==> config.mk <==
export PLATFORM = sky130hd
export DESIGN_NAME = seven_seg_scan_flat
export DESIGN_NICKNAME = d
export VERILOG_FILES = /design/src/rtl/seven_seg_scan_if.sv /design/src/rtl/seven_seg_scan.sv /design/src/flat_wrapper.sv
export SDC_FILE = /design/constraint.sdc
export NUM_CORES = 1
export LEC_CHECK = 0
export ABC_AREA = 1
export CAP_MARGIN = 30
export CORE_MARGIN = 1
export CORE_UTILIZATION = 48
export CTS_CLUSTER_DIAMETER = 60
export CTS_CLUSTER_SIZE = 10
export DETAILED_ROUTE_END_ITERATION = 8
export GPL_ROUTABILITY_DRIVEN = 0
export PLACE_DENSITY = 0.76
export SYNTH_ARGS = -nofsm -noshare
export SYNTH_HDL_FRONTEND = slang
export SYNTH_SLANG_ARGS = --single-unit
==> constraint.sdc <==
create_clock -name clk -period 1.8 [get_ports clk]
set_input_delay 0.36 -clock clk [delete_from_list [all_inputs] [get_ports clk]]
set_output_delay 0.36 -clock clk [all_outputs]
set_load 0.03 [all_outputs]
==> src/rtl/seven_seg_scan_if.sv <==
// ---------------------------------------------------------------------------
// seven_seg_scan_if
// Bundles the data/control inputs and the display outputs of seven_seg_scan.
//   master : drives load/dataIn/blankMask/dpIn/lzbEn, observes the display
//   slave  : the scanner itself
// Ports carried:
//   load       capture strobe for dataIn/blankMask/dpIn
//   dataIn     4*NUM_DIGITS hex nibbles, digit 0 in the low nibble
//   blankMask  1 = force digit dark
//   dpIn       1 = light decimal point of that digit
//   lzbEn      leading-zero blanking enable (live, not latched)
//   sevenSegs  active-low segments, bit6 = g .. bit0 = a
//   dp         active-low decimal point
//   anodes     one-hot digit enable
//   digitIdx   index of the digit currently scanned
// ---------------------------------------------------------------------------
interface seven_seg_scan_if #(
    parameter int NUM_DIGITS = 4
);
    localparam int IDX_W = (NUM_DIGITS > 1) ? $clog2(NUM_DIGITS) : 1;

    logic                    load;
    logic [4*NUM_DIGITS-1:0] dataIn;
    logic [NUM_DIGITS-1:0]   blankMask;
    logic [NUM_DIGITS-1:0]   dpIn;
    logic                    lzbEn;
    logic [6:0]              sevenSegs;
    logic                    dp;
    logic [NUM_DIGITS-1:0]   anodes;
    logic [IDX_W-1:0]        digitIdx;

    modport master (
        output load, dataIn, blankMask, dpIn, lzbEn,
        input  sevenSegs, dp, anodes, digitIdx
    );

    modport slave (
        input  load, dataIn, blankMask, dpIn, lzbEn,
        output sevenSegs, dp, anodes, digitIdx
    );
endinterface

==> src/rtl/seven_seg_scan.sv <==
// ---------------------------------------------------------------------------
// seven_seg_scan
// Time-multiplexed driver for a NUM_DIGITS hex seven-segment display.
// A prescaler divides clk by REFRESH_DIV; each wrap advances the scanned
// digit. The display works only from shadow registers captured on load.
// Segment, decimal-point and anode outputs are registered and so trail the
// scan state by one cycle. Anodes are held inactive for the first output
// cycle of every slot so the previous digit's glyph never ghosts onto the
// next digit while the segment lines settle.
// Ports:
//   clk    single clock, rising edge
//   reset  synchronous, active-high
//   sif    seven_seg_scan_if.slave (load/data inputs, display outputs)
// ---------------------------------------------------------------------------
module seven_seg_scan #(
    parameter int NUM_DIGITS    = 4,
    parameter int REFRESH_DIV   = 50000,
    parameter int ACTIVE_LOW_AN = 1
) (
    input  logic              clk,
    input  logic              reset,
    seven_seg_scan_if.slave   sif
);

    localparam int IDX_W = (NUM_DIGITS > 1) ? $clog2(NUM_DIGITS) : 1;
    localparam int PRE_W = $clog2(REFRESH_DIV);

    localparam logic [IDX_W-1:0]      LAST_IDX = IDX_W'(NUM_DIGITS - 1);
    localparam logic [PRE_W-1:0]      LAST_PRE = PRE_W'(REFRESH_DIV - 1);
    // Anode pattern with every digit switched off, in the configured polarity.
    localparam logic [NUM_DIGITS-1:0] AN_OFF   = {NUM_DIGITS{ACTIVE_LOW_AN != 0}};
    localparam logic [6:0]            SEG_DARK = 7'b1111111;

    // Scan state
    logic [PRE_W-1:0]        presc_q, presc_d;
    logic [IDX_W-1:0]        idx_q, idx_d;

    // Shadow registers
    logic [4*NUM_DIGITS-1:0] data_q, data_d;
    logic [NUM_DIGITS-1:0]   blank_q, blank_d;
    logic [NUM_DIGITS-1:0]   dpm_q, dpm_d;

    // Registered display outputs
    logic [6:0]              seg_q, seg_d;
    logic                    dp_q, dp_d;
    logic [NUM_DIGITS-1:0]   an_q, an_d;

    // Per-digit leading-zero flags derived from the shadow data
    logic [NUM_DIGITS-1:0]   lead_zero;

    // Selected-digit attributes
    logic [3:0]              sel_nib;
    logic                    sel_blank;
    logic                    sel_lz;
    logic                    sel_dp;
    logic [NUM_DIGITS-1:0]   sel_onehot;
    logic                    dark;

    function automatic logic [6:0] glyph(input logic [3:0] nib);
        logic [6:0] g;
        case (nib)
            4'h0: g = 7'b1000000;
            4'h1: g = 7'b1111001;
            4'h2: g = 7'b0100100;
            4'h3: g = 7'b0110000;
            4'h4: g = 7'b0011001;
            4'h5: g = 7'b0010010;
            4'h6: g = 7'b0000010;
            4'h7: g = 7'b1011000;
            4'h8: g = 7'b0000000;
            4'h9: g = 7'b0011000;
            4'hA: g = 7'b0001000;
            4'hB: g = 7'b0000011;
            4'hC: g = 7'b1000110;
            4'hD: g = 7'b0100001;
            4'hE: g = 7'b0000110;
            default: g = 7'b0001110;
        endcase
        return g;
    endfunction

    // A digit is a leading zero when it and every digit above it are zero.
    // The chain runs from the top digit down; digit 0 is always displayed.
    // Each stage keeps its flag in its own generate scope so the chain is
    // not a self-dependent vector.
    genvar gi;
    generate
        for (gi = 0; gi < NUM_DIGITS; gi++) begin : g_digit
            logic lz;
            if (gi == 0) begin : g_first
                assign lz = 1'b0;
            end else if (gi == NUM_DIGITS - 1) begin : g_top
                assign lz = (data_q[4*gi +: 4] == 4'h0);
            end else begin : g_mid
                assign lz = (data_q[4*gi +: 4] == 4'h0) & g_digit[gi+1].lz;
            end
            assign lead_zero[gi] = lz;
        end
    endgenerate

    // Mux out the attributes of the digit currently scanned.
    always_comb begin
        sel_nib    = 4'h0;
        sel_blank  = 1'b0;
        sel_lz     = 1'b0;
        sel_dp     = 1'b0;
        sel_onehot = '0;
        for (int i = 0; i < NUM_DIGITS; i++) begin
            if (idx_q == IDX_W'(i)) begin
                sel_nib       = data_q[4*i +: 4];
                sel_blank     = blank_q[i];
                sel_lz        = lead_zero[i];
                sel_dp        = dpm_q[i];
                sel_onehot[i] = 1'b1;
            end
        end
    end

    always_comb begin
        presc_d = presc_q + 1'b1;
        idx_d   = idx_q;
        data_d  = data_q;
        blank_d = blank_q;
        dpm_d   = dpm_q;

        if (presc_q == LAST_PRE) begin
            presc_d = '0;
            idx_d   = (idx_q == LAST_IDX) ? '0 : idx_q + 1'b1;
        end

        if (sif.load) begin
            data_d  = sif.dataIn;
            blank_d = sif.blankMask;
            dpm_d   = sif.dpIn;
        end

        // Leading-zero blanking darkens segments only; the decimal point
        // is suppressed solely by the blank mask.
        dark  = sel_blank | (sif.lzbEn & sel_lz);
        seg_d = dark ? SEG_DARK : glyph(sel_nib);
        dp_d  = ~(sel_dp & ~sel_blank);

        // XOR with the off pattern yields the one-hot enable in either polarity.
        an_d  = (presc_q == '0) ? AN_OFF : (AN_OFF ^ sel_onehot);
    end

    always_ff @(posedge clk) begin
        if (reset) begin
            presc_q <= '0;
            idx_q   <= '0;
            data_q  <= '0;
            blank_q <= '1;
            dpm_q   <= '0;
            seg_q   <= SEG_DARK;
            dp_q    <= 1'b1;
            an_q    <= AN_OFF;
        end else begin
            presc_q <= presc_d;
            idx_q   <= idx_d;
            data_q  <= data_d;
            blank_q <= blank_d;
            dpm_q   <= dpm_d;
            seg_q   <= seg_d;
            dp_q    <= dp_d;
            an_q    <= an_d;
        end
    end

    assign sif.sevenSegs = seg_q;
    assign sif.dp        = dp_q;
    assign sif.anodes    = an_q;
    assign sif.digitIdx  = idx_q;

endmodule

==> src/flat_wrapper.sv <==
// flat-port wrapper written by rule: the top's interface ports become plain ports
module seven_seg_scan_flat 
#(
    parameter int NUM_DIGITS    = 4,
    parameter int REFRESH_DIV   = 50000,
    parameter int ACTIVE_LOW_AN = 1
)
  (clk, reset, sif_load, sif_dataIn, sif_blankMask, sif_dpIn, sif_lzbEn, sif_sevenSegs, sif_dp, sif_anodes, sif_digitIdx);
  seven_seg_scan_if #(.NUM_DIGITS(NUM_DIGITS)) sif_i ();
  input  logic clk;
  input  logic reset;
  input wire logic [$bits(sif_i.load)-1:0] sif_load;
  input wire logic [$bits(sif_i.dataIn)-1:0] sif_dataIn;
  input wire logic [$bits(sif_i.blankMask)-1:0] sif_blankMask;
  input wire logic [$bits(sif_i.dpIn)-1:0] sif_dpIn;
  input wire logic [$bits(sif_i.lzbEn)-1:0] sif_lzbEn;
  output wire logic [$bits(sif_i.sevenSegs)-1:0] sif_sevenSegs;
  output wire logic [$bits(sif_i.dp)-1:0] sif_dp;
  output wire logic [$bits(sif_i.anodes)-1:0] sif_anodes;
  output wire logic [$bits(sif_i.digitIdx)-1:0] sif_digitIdx;
  assign sif_i.load = sif_load;
  assign sif_i.dataIn = sif_dataIn;
  assign sif_i.blankMask = sif_blankMask;
  assign sif_i.dpIn = sif_dpIn;
  assign sif_i.lzbEn = sif_lzbEn;
  assign sif_sevenSegs = sif_i.sevenSegs;
  assign sif_dp = sif_i.dp;
  assign sif_anodes = sif_i.anodes;
  assign sif_digitIdx = sif_i.digitIdx;
  seven_seg_scan #(.NUM_DIGITS(NUM_DIGITS), .REFRESH_DIV(REFRESH_DIV), .ACTIVE_LOW_AN(ACTIVE_LOW_AN)) u_core (.clk(clk), .reset(reset), .sif(sif_i));
endmodule
## Word-level counts from Yosys, hierarchy flattened

Memories as Yosys holds them, arrays and structs flattened. A register that Yosys moved wholly into a read port is not among the register bits.
Cells that the tools add are included.

| word-level totals | value |
|---|---|
| bits in latches | 0 |
| memories kept | 1 |
| register bits | 47 |
| ROM bits | 112 |
| memory bits (writable) | 0 |
| word-level logic and storage cells | 50 |
| input bits | 28 |
| output and inout port bits | 14 |

Memory list:

| name | words | width | rd ports | clocked after memory_dff | write ports | line | text |
|---|---|---|---|---|---|---|---|
| (name not given) | 16 | 7 | 1 | 1 | 0 | seven_seg_scan.sv:61 | `case (nib)` |

| operators by class | value |
|---|---|
| multipliers | 0 |
| order comparisons | 0 |
| bitwise logic cells | 8 |
| reduce and logical (&&, ||, !) cells | 8 |
| add/subtract/negate cells | 2 |
| shift-type cells | 0 |
| div/mod/pow operators | 0 |
| mux-type cells | 20 |
| equality and inequality tests | 4 |

Operators with widths:

| kind | number |
|---|---|
| 16-bit by 1-bit adder with 16-bit output, second input constant | 1 |
| 16-bit == test, second input constant | 1 |
| 16-bit zero test | 1 |
| 4-bit 2-to-1 mux | 4 |
| 1-bit 2-to-1 mux | 15 |
| 4-bit zero test | 3 |
| 2-bit OR reduction | 3 |
| 1-bit AND | 4 |
| 2-bit == test, second input constant | 2 |
| 4-bit NOT | 1 |
| 2-bit by 1-bit adder with 2-bit output, second input constant | 1 |
| 2-bit by 1-bit == test with 1-bit output, second input constant | 1 |
| 2-bit zero test | 1 |
| 2-bit 2-to-1 mux | 1 |
| 1-bit NOT | 2 |
| 1-bit OR | 1 |

## Depth between registers and ports, before layout

| depth | value |
|---|---|
| depth in word-level cells | 9 |
| depth in mapped cells | 13 |
| mapped depth without buffers | 13 |

## Worst setup path after synthesis

No wires, ideal clock.

| timing | value |
|---|---|
| path kind | reg-to-reg |
| start point | register u_core.idx_q[0], in the netlist u_core.sif.digitIdx[0] |
| end point | register u_core.seg_q[3], in the netlist u_core.sif.sevenSegs[3] |
| stages on the path, launching flop included | 12 |
| data required time | 1672 ps |
| arrival time | 1856 ps |
| library setup time | 128 ps |
| path slack | -184 ps |
| clock period less this slack | 1984 ps |
| buffers on the path | 0 |
| cells stage by stage | dfxtp_1 -> inv_1 -> ha_1 -> inv_2 -> nand3_1 -> nand2_1 -> nand2_1 -> ha_1 -> nand2_1 -> nand2_1 -> nand2_1 -> nand3_1 |

| between the ends | value |
|---|---|
| longest elaborated chain between the ends | 7 |
| elaborated cells between the ends (all ways) | 18 |
| classes of those cells | eq/ne (3); mux (11); bitwise (2); reduce/logical (2) |

RTL lines:

| what | line | text |
|---|---|---|
| start, declared | seven_seg_scan.sv:36 | `logic [IDX_W-1:0] idx_q, idx_d;` |
| start signal, assigned | seven_seg_scan.sv:159 | `idx_q <= idx_d;` |
| 2-bit by 1-bit == test with 1-bit output or 2-bit zero test (tied branches) | seven_seg_scan.sv:109 | `if (idx_q == IDX_W'(i)) begin` |
| 1-bit 2-to-1 mux (3 in series) | seven_seg_scan.sv:109 |  |
| 1-bit AND or 1-bit 2-to-1 mux (tied branches) | seven_seg_scan.sv:139, seven_seg_scan.sv:109 |  |
| 1-bit OR | seven_seg_scan.sv:139 | `dark = sel_blank \| (sif.lzbEn & sel_lz);` |
| 2-bit OR reduction (no source line) | n/a |  |
| end, declared | seven_seg_scan.sv:44 | `logic [6:0] seg_q, seg_d;` |

Parallel ways exist; a longest one is shown, timed or not.
A chain may end at the register's enable or synchronous reset.

## Worst setup path after layout

| timing | value |
|---|---|
| start point | register u_core.idx_q[1], in the netlist u_core.sif.digitIdx[1] |
| end point | register u_core.seg_q[4], in the netlist u_core.sif.sevenSegs[4] |

The elaborated chain is that of the path after synthesis.

==> summary.txt <==
Layout
  – Leading cell types in the layout, fill and taps excluded: sky130_fd_sc_hd__nand2_1 (65), sky130_fd_sc_hd__dfxtp_1 (52), sky130_fd_sc_hd__nor2_1 (48), sky130_fd_sc_hd__nand3_1 (39), sky130_fd_sc_hd__clkdlybuf4s50_1 (39)
  – Most common library cell in the layout ignoring fill and taps: sky130_fd_sc_hd__nand2_1
  – Post-route cell area: 3600 um2
  – # nets final: 469
  – Share of layout cells above drive strength 1: 0.195
  – Area Growth Syn to Fin: 38.8%
  – Number of fillers in the final layout: 390
  – Count of antenna diodes in the layout: 0

Route
  – ANT nets after route: 0
  – Remaining design rule violation count: 0
  – Total via count after detailed routing: around 2600
  – Routed Wire Length: 7030 um
  – Post-DR wirelength/cell: 14.1 um
  – DR vias/cell: 5.23
  – Number of optimization iterations in the first detailed-route pass: 4
  – Violation count after the first detailed-route iteration: 213

Placement
  – Placed wire-length estimate: roughly 4500 um
  – Port buffer count: 41
  – Cell area after placement: 3190 um2
  – Setup slack after placement: -77.5 ps

Status
  – Result of the run: finished, violations left
  – Violated checks: negative setup slack

Timing
  – Transition time at the pin with the least slew margin: 465 ps
  – Crit share post-route: 1.03
  – Final TNS setup: -57.9 ps
  – Slew margin rel.: 0.690
  – Final setup viols: 2
  – Post-route clock skew: 8.74 ps
  – Final worst-path setup slack: -51.7 ps
  – Achievable frequency: 0.540 GHz
  – Pins Over Slew Limit: 0
  – Unrepaired setup endpoints after global routing: yes
  – Final hold violation count: 0
  – Crit path time final: 1850 ps

Min path
  – Worst hold-check path type: flip-flop to flip-flop

Global routing
  – Pin count of the biggest net entering global routing: 20
  – Number of antenna violations at the first check in global routing: 0
  – Number of global-route vias before repair: between 2000 and 2500
  – Combined global-route utilization of all metal layers: 0.230
  – Aggregate global routing overflow: 0
  – First-pass GRT wire length: 9920 um

Yosys
  – Synthesized flop and latch total: 54
  – Fraction of synthesized cell area taken by the top area cell type: 0.416
  – Count of flip-flops with a built-in enable after synthesis: 0
  – Seq/Total Area, Yosys: 0.416
  – Post-synthesis instance area: 2600 um2
  – Cell types occupying the most area after synthesis: sky130_fd_sc_hd__dfxtp_1 (42%), sky130_fd_sc_hd__nand2_1 (11%), sky130_fd_sc_hd__nand3_1 (9.1%)
  – Cell count after synthesis: 365
  – Primary flip-flop cell chosen by synthesis mapping: sky130_fd_sc_hd__dfxtp_1
  – Share of synthesized flip-flops with an asynchronous set or reset: 0
  – Number of unique standard cell types used by synthesis: 31
  – Total nets after synthesis: 404
  – Cell type contributing the most total cell area after synthesis: sky130_fd_sc_hd__dfxtp_1
  – Synth warnings: 0
  – Syn avg cell area: between 7 and 8 um2

Setup path
  – CP Capture Point: u_core.sif.sevenSegs[4]$_SDFF_PP1_
  – Worst reg2reg setup slack: -50 ps
  – Endpoint of the worst register-to-register path: u_core.sif.sevenSegs[4]$_SDFF_PP1_
  – Endpoint required time on the critical path: just over 2000 ps
  – Worst Reg2Reg Path Length in Cells: 10
  – Critical Path Sink Type: flip-flop
  – Cell type group with the largest total delay on the critical path: simple AND/OR/NAND/NOR gates
  – Critical path origin: u_core.sif.digitIdx[1]$_SDFFE_PP0P_
  – Startpoint type of the worst setup path: flip-flop
  – Setup CP Type: flip-flop to flip-flop
  – Launching point of the worst reg2reg path: u_core.sif.digitIdx[1]$_SDFFE_PP0P_
  – Data arrival, critical path: between 2000 and 2500 ps
  – Buffers and inverters on the worst path: 3
  – Crit. path cell count: 10
  – Standard cell with the maximum stage delay on the critical path: sky130_fd_sc_hd__dfxtp_4
  – Cell with the most instances on the worst path: sky130_fd_sc_hd__nand3_1
  – Crit path cell chain: clkinvlp_4, ha_4, inv_2, buf_4, nor2_2, nor2_1, nand2_1, a21oi_4, nand3_1, nand3_1
  – Delay of the slowest cell on the worst path: 380 ps
  – Biggest fanout along the worst timing path: 7

Clock network
  – Clock transition at the register clock pins on the worst setup and hold paths after CTS: 90 ps
  – Maximum buffer depth of the clock tree: 2
  – Root buf cell: sky130_fd_sc_hd__clkbuf_8
  – Insertion delay to the later sink of the worst-skew pair: between 300 and 400 ps
  – CTS sink cnt: 54
  – CTS HTree Levels: 2
  – CTS buffer count: 5
  – CTS tree: yes

Power
  – Power per cell area: 647 nW/um2
  – Fraction of power consumed by combinational cells: 0.160
  – Part of the power in registers: 0.549
  – Net switching power of the design: 0.613 mW
  – Power Internal: around 1.7 mW
  – Leakage power: between 1 and 1.5 nW
  – Part of the power in the clock network: 0.291
  – Worst ir drop on vdd: 0.410 mV
  – Sw Share: 0.263

Floorplanning
  – Core area: ~5200 um2
  – Height of the die: ~76 um
  – Top Ports: 42
  – Die Area: 5710 um2
  – Row Count: 26
  – Effective utilization at floorplan: 0.502
  – Chip Width: 75.5 um

Flow run
  – Maximum Capacitance Violations: 0
[per-stage QoR]
stage          instances   util  power (mW)  hold WS (ps)
2_1_floorplan        365      -        1.48           422
3_3_place_gp         484  0.616        1.61           443
3_5_place_dp         484  0.616        1.62           448
4_1_cts              491  0.636        2.28           469
5_1_grt              500  0.697        2.43           502
6_report             500  0.697        2.33           473
[metal layers]
| layer | GRT usage | share of wire |
|---|---|---|
| met1 | 0.271 | 0.41 |
| met2 | 0.412 | 0.52 |
| met3 | 0.0437 | 0.044 |
| met4 | 0.0864 | 0.027 |
| met5 | 0 | 0 |
[tightest hold or removal path, stage by stage (launching register included)]
cell	delay, ps
sky130_fd_sc_hd__dfxtp_1	330
sky130_fd_sc_hd__nand2_1	60
sky130_fd_sc_hd__nand3_1	60
[worst min-delay path by stage]
stage,end,depth (start not counted),startpoint,slack (ps)
3_5_place_dp,u_core.blank_q[2]$_SDFFE_PP1P_,2,u_core.blank_q[2]$_SDFFE_PP1P_,450
4_1_cts,u_core.blank_q[1]$_SDFFE_PP1P_,2,u_core.blank_q[1]$_SDFFE_PP1P_,470
3_3_place_gp,u_core.blank_q[3]$_SDFFE_PP1P_,2,u_core.blank_q[3]$_SDFFE_PP1P_,440
6_report,u_core.blank_q[3]$_SDFFE_PP1P_,2,u_core.blank_q[3]$_SDFFE_PP1P_,470
2_1_floorplan,u_core.blank_q[2]$_SDFFE_PP1P_,2,u_core.blank_q[2]$_SDFFE_PP1P_,420
5_1_grt,u_core.blank_q[3]$_SDFFE_PP1P_,2,u_core.blank_q[3]$_SDFFE_PP1P_,500
[cell families (layout without fill, tap and decap cells)]
group / after synthesis / after routing / share of synthesized area
adders and majority gates: 11 / 11 / 0.0530
DFF: 54 / 54 / 0.416
buffers and inverters: 48 / 112 / 0.0733
AOI/OAI and AO/OA: 55 / 55 / 0.118
xor gates and xnor gates: 1 / 1 / 0.00337
and+or+nand+nor: 196 / 197 / 0.336
[power groups by stage]
stage / sequential, mW / clock (mW) / combinational [mW]
floorplan: 1.31 / 0 / 0.168
global placement: 1.30 / 0 / 0.313
detailed placement: 1.30 / 0 / 0.317
CTS: 1.27 / 0.686 / 0.319
global route: 1.29 / 0.739 / 0.405
finish: 1.28 / 0.678 / 0.372
[cells in the mapped netlist (2+ instances only)]
library cell               count
sky130_fd_sc_hd__inv_2         3
sky130_fd_sc_hd__inv_1        36
sky130_fd_sc_hd__nand3_1      47
sky130_fd_sc_hd__a21oi_1      24
sky130_fd_sc_hd__buf_2         2
sky130_fd_sc_hd__nand3b_1      2
sky130_fd_sc_hd__nor2_2        2
sky130_fd_sc_hd__nor3_1        8
sky130_fd_sc_hd__a211oi_1      2
sky130_fd_sc_hd__or2_0         2
sky130_fd_sc_hd__nand2_1      73
sky130_fd_sc_hd__nand2_2       3
sky130_fd_sc_hd__nand4_1       3
sky130_fd_sc_hd__o21ai_0      24
sky130_fd_sc_hd__clkbuf_1      6
sky130_fd_sc_hd__nand2_4       2
sky130_fd_sc_hd__nor2_1       49
sky130_fd_sc_hd__dfxtp_1      54
sky130_fd_sc_hd__ha_1         11
[layout make-up]
class,instances,area [um2],area share
well taps,70,87.6,0.0243
flip-flops and latches,54,1090,0.302
repair buffers,66,612,0.170
multi-input cells,264,1570,0.436
clock buffers,7,86.3,0.0239
inverters,39,159,0.0441
[sequential cells by signal (all words and copies together), names as in the netlist]
register              count
u_core.sif.digitIdx       2
u_core.presc_q           16
u_core.data_q            16
u_core.sif.sevenSegs      7
u_core.sif.anodes         4
u_core.blank_q            4
u_core.dpm_q              4
u_core.sif.dp             1
[what timing repair did]
item | in CTS | in global routing
resized for setup | 5 | 49
hold buffers | 0 | 0
pin swaps | 0 | 13
buffers inserted | 0 | 8
cloned | 0 | 1
setup endpoints to repair | 7 | 7
No activity file was read; power rests on OpenSTA's default activity.
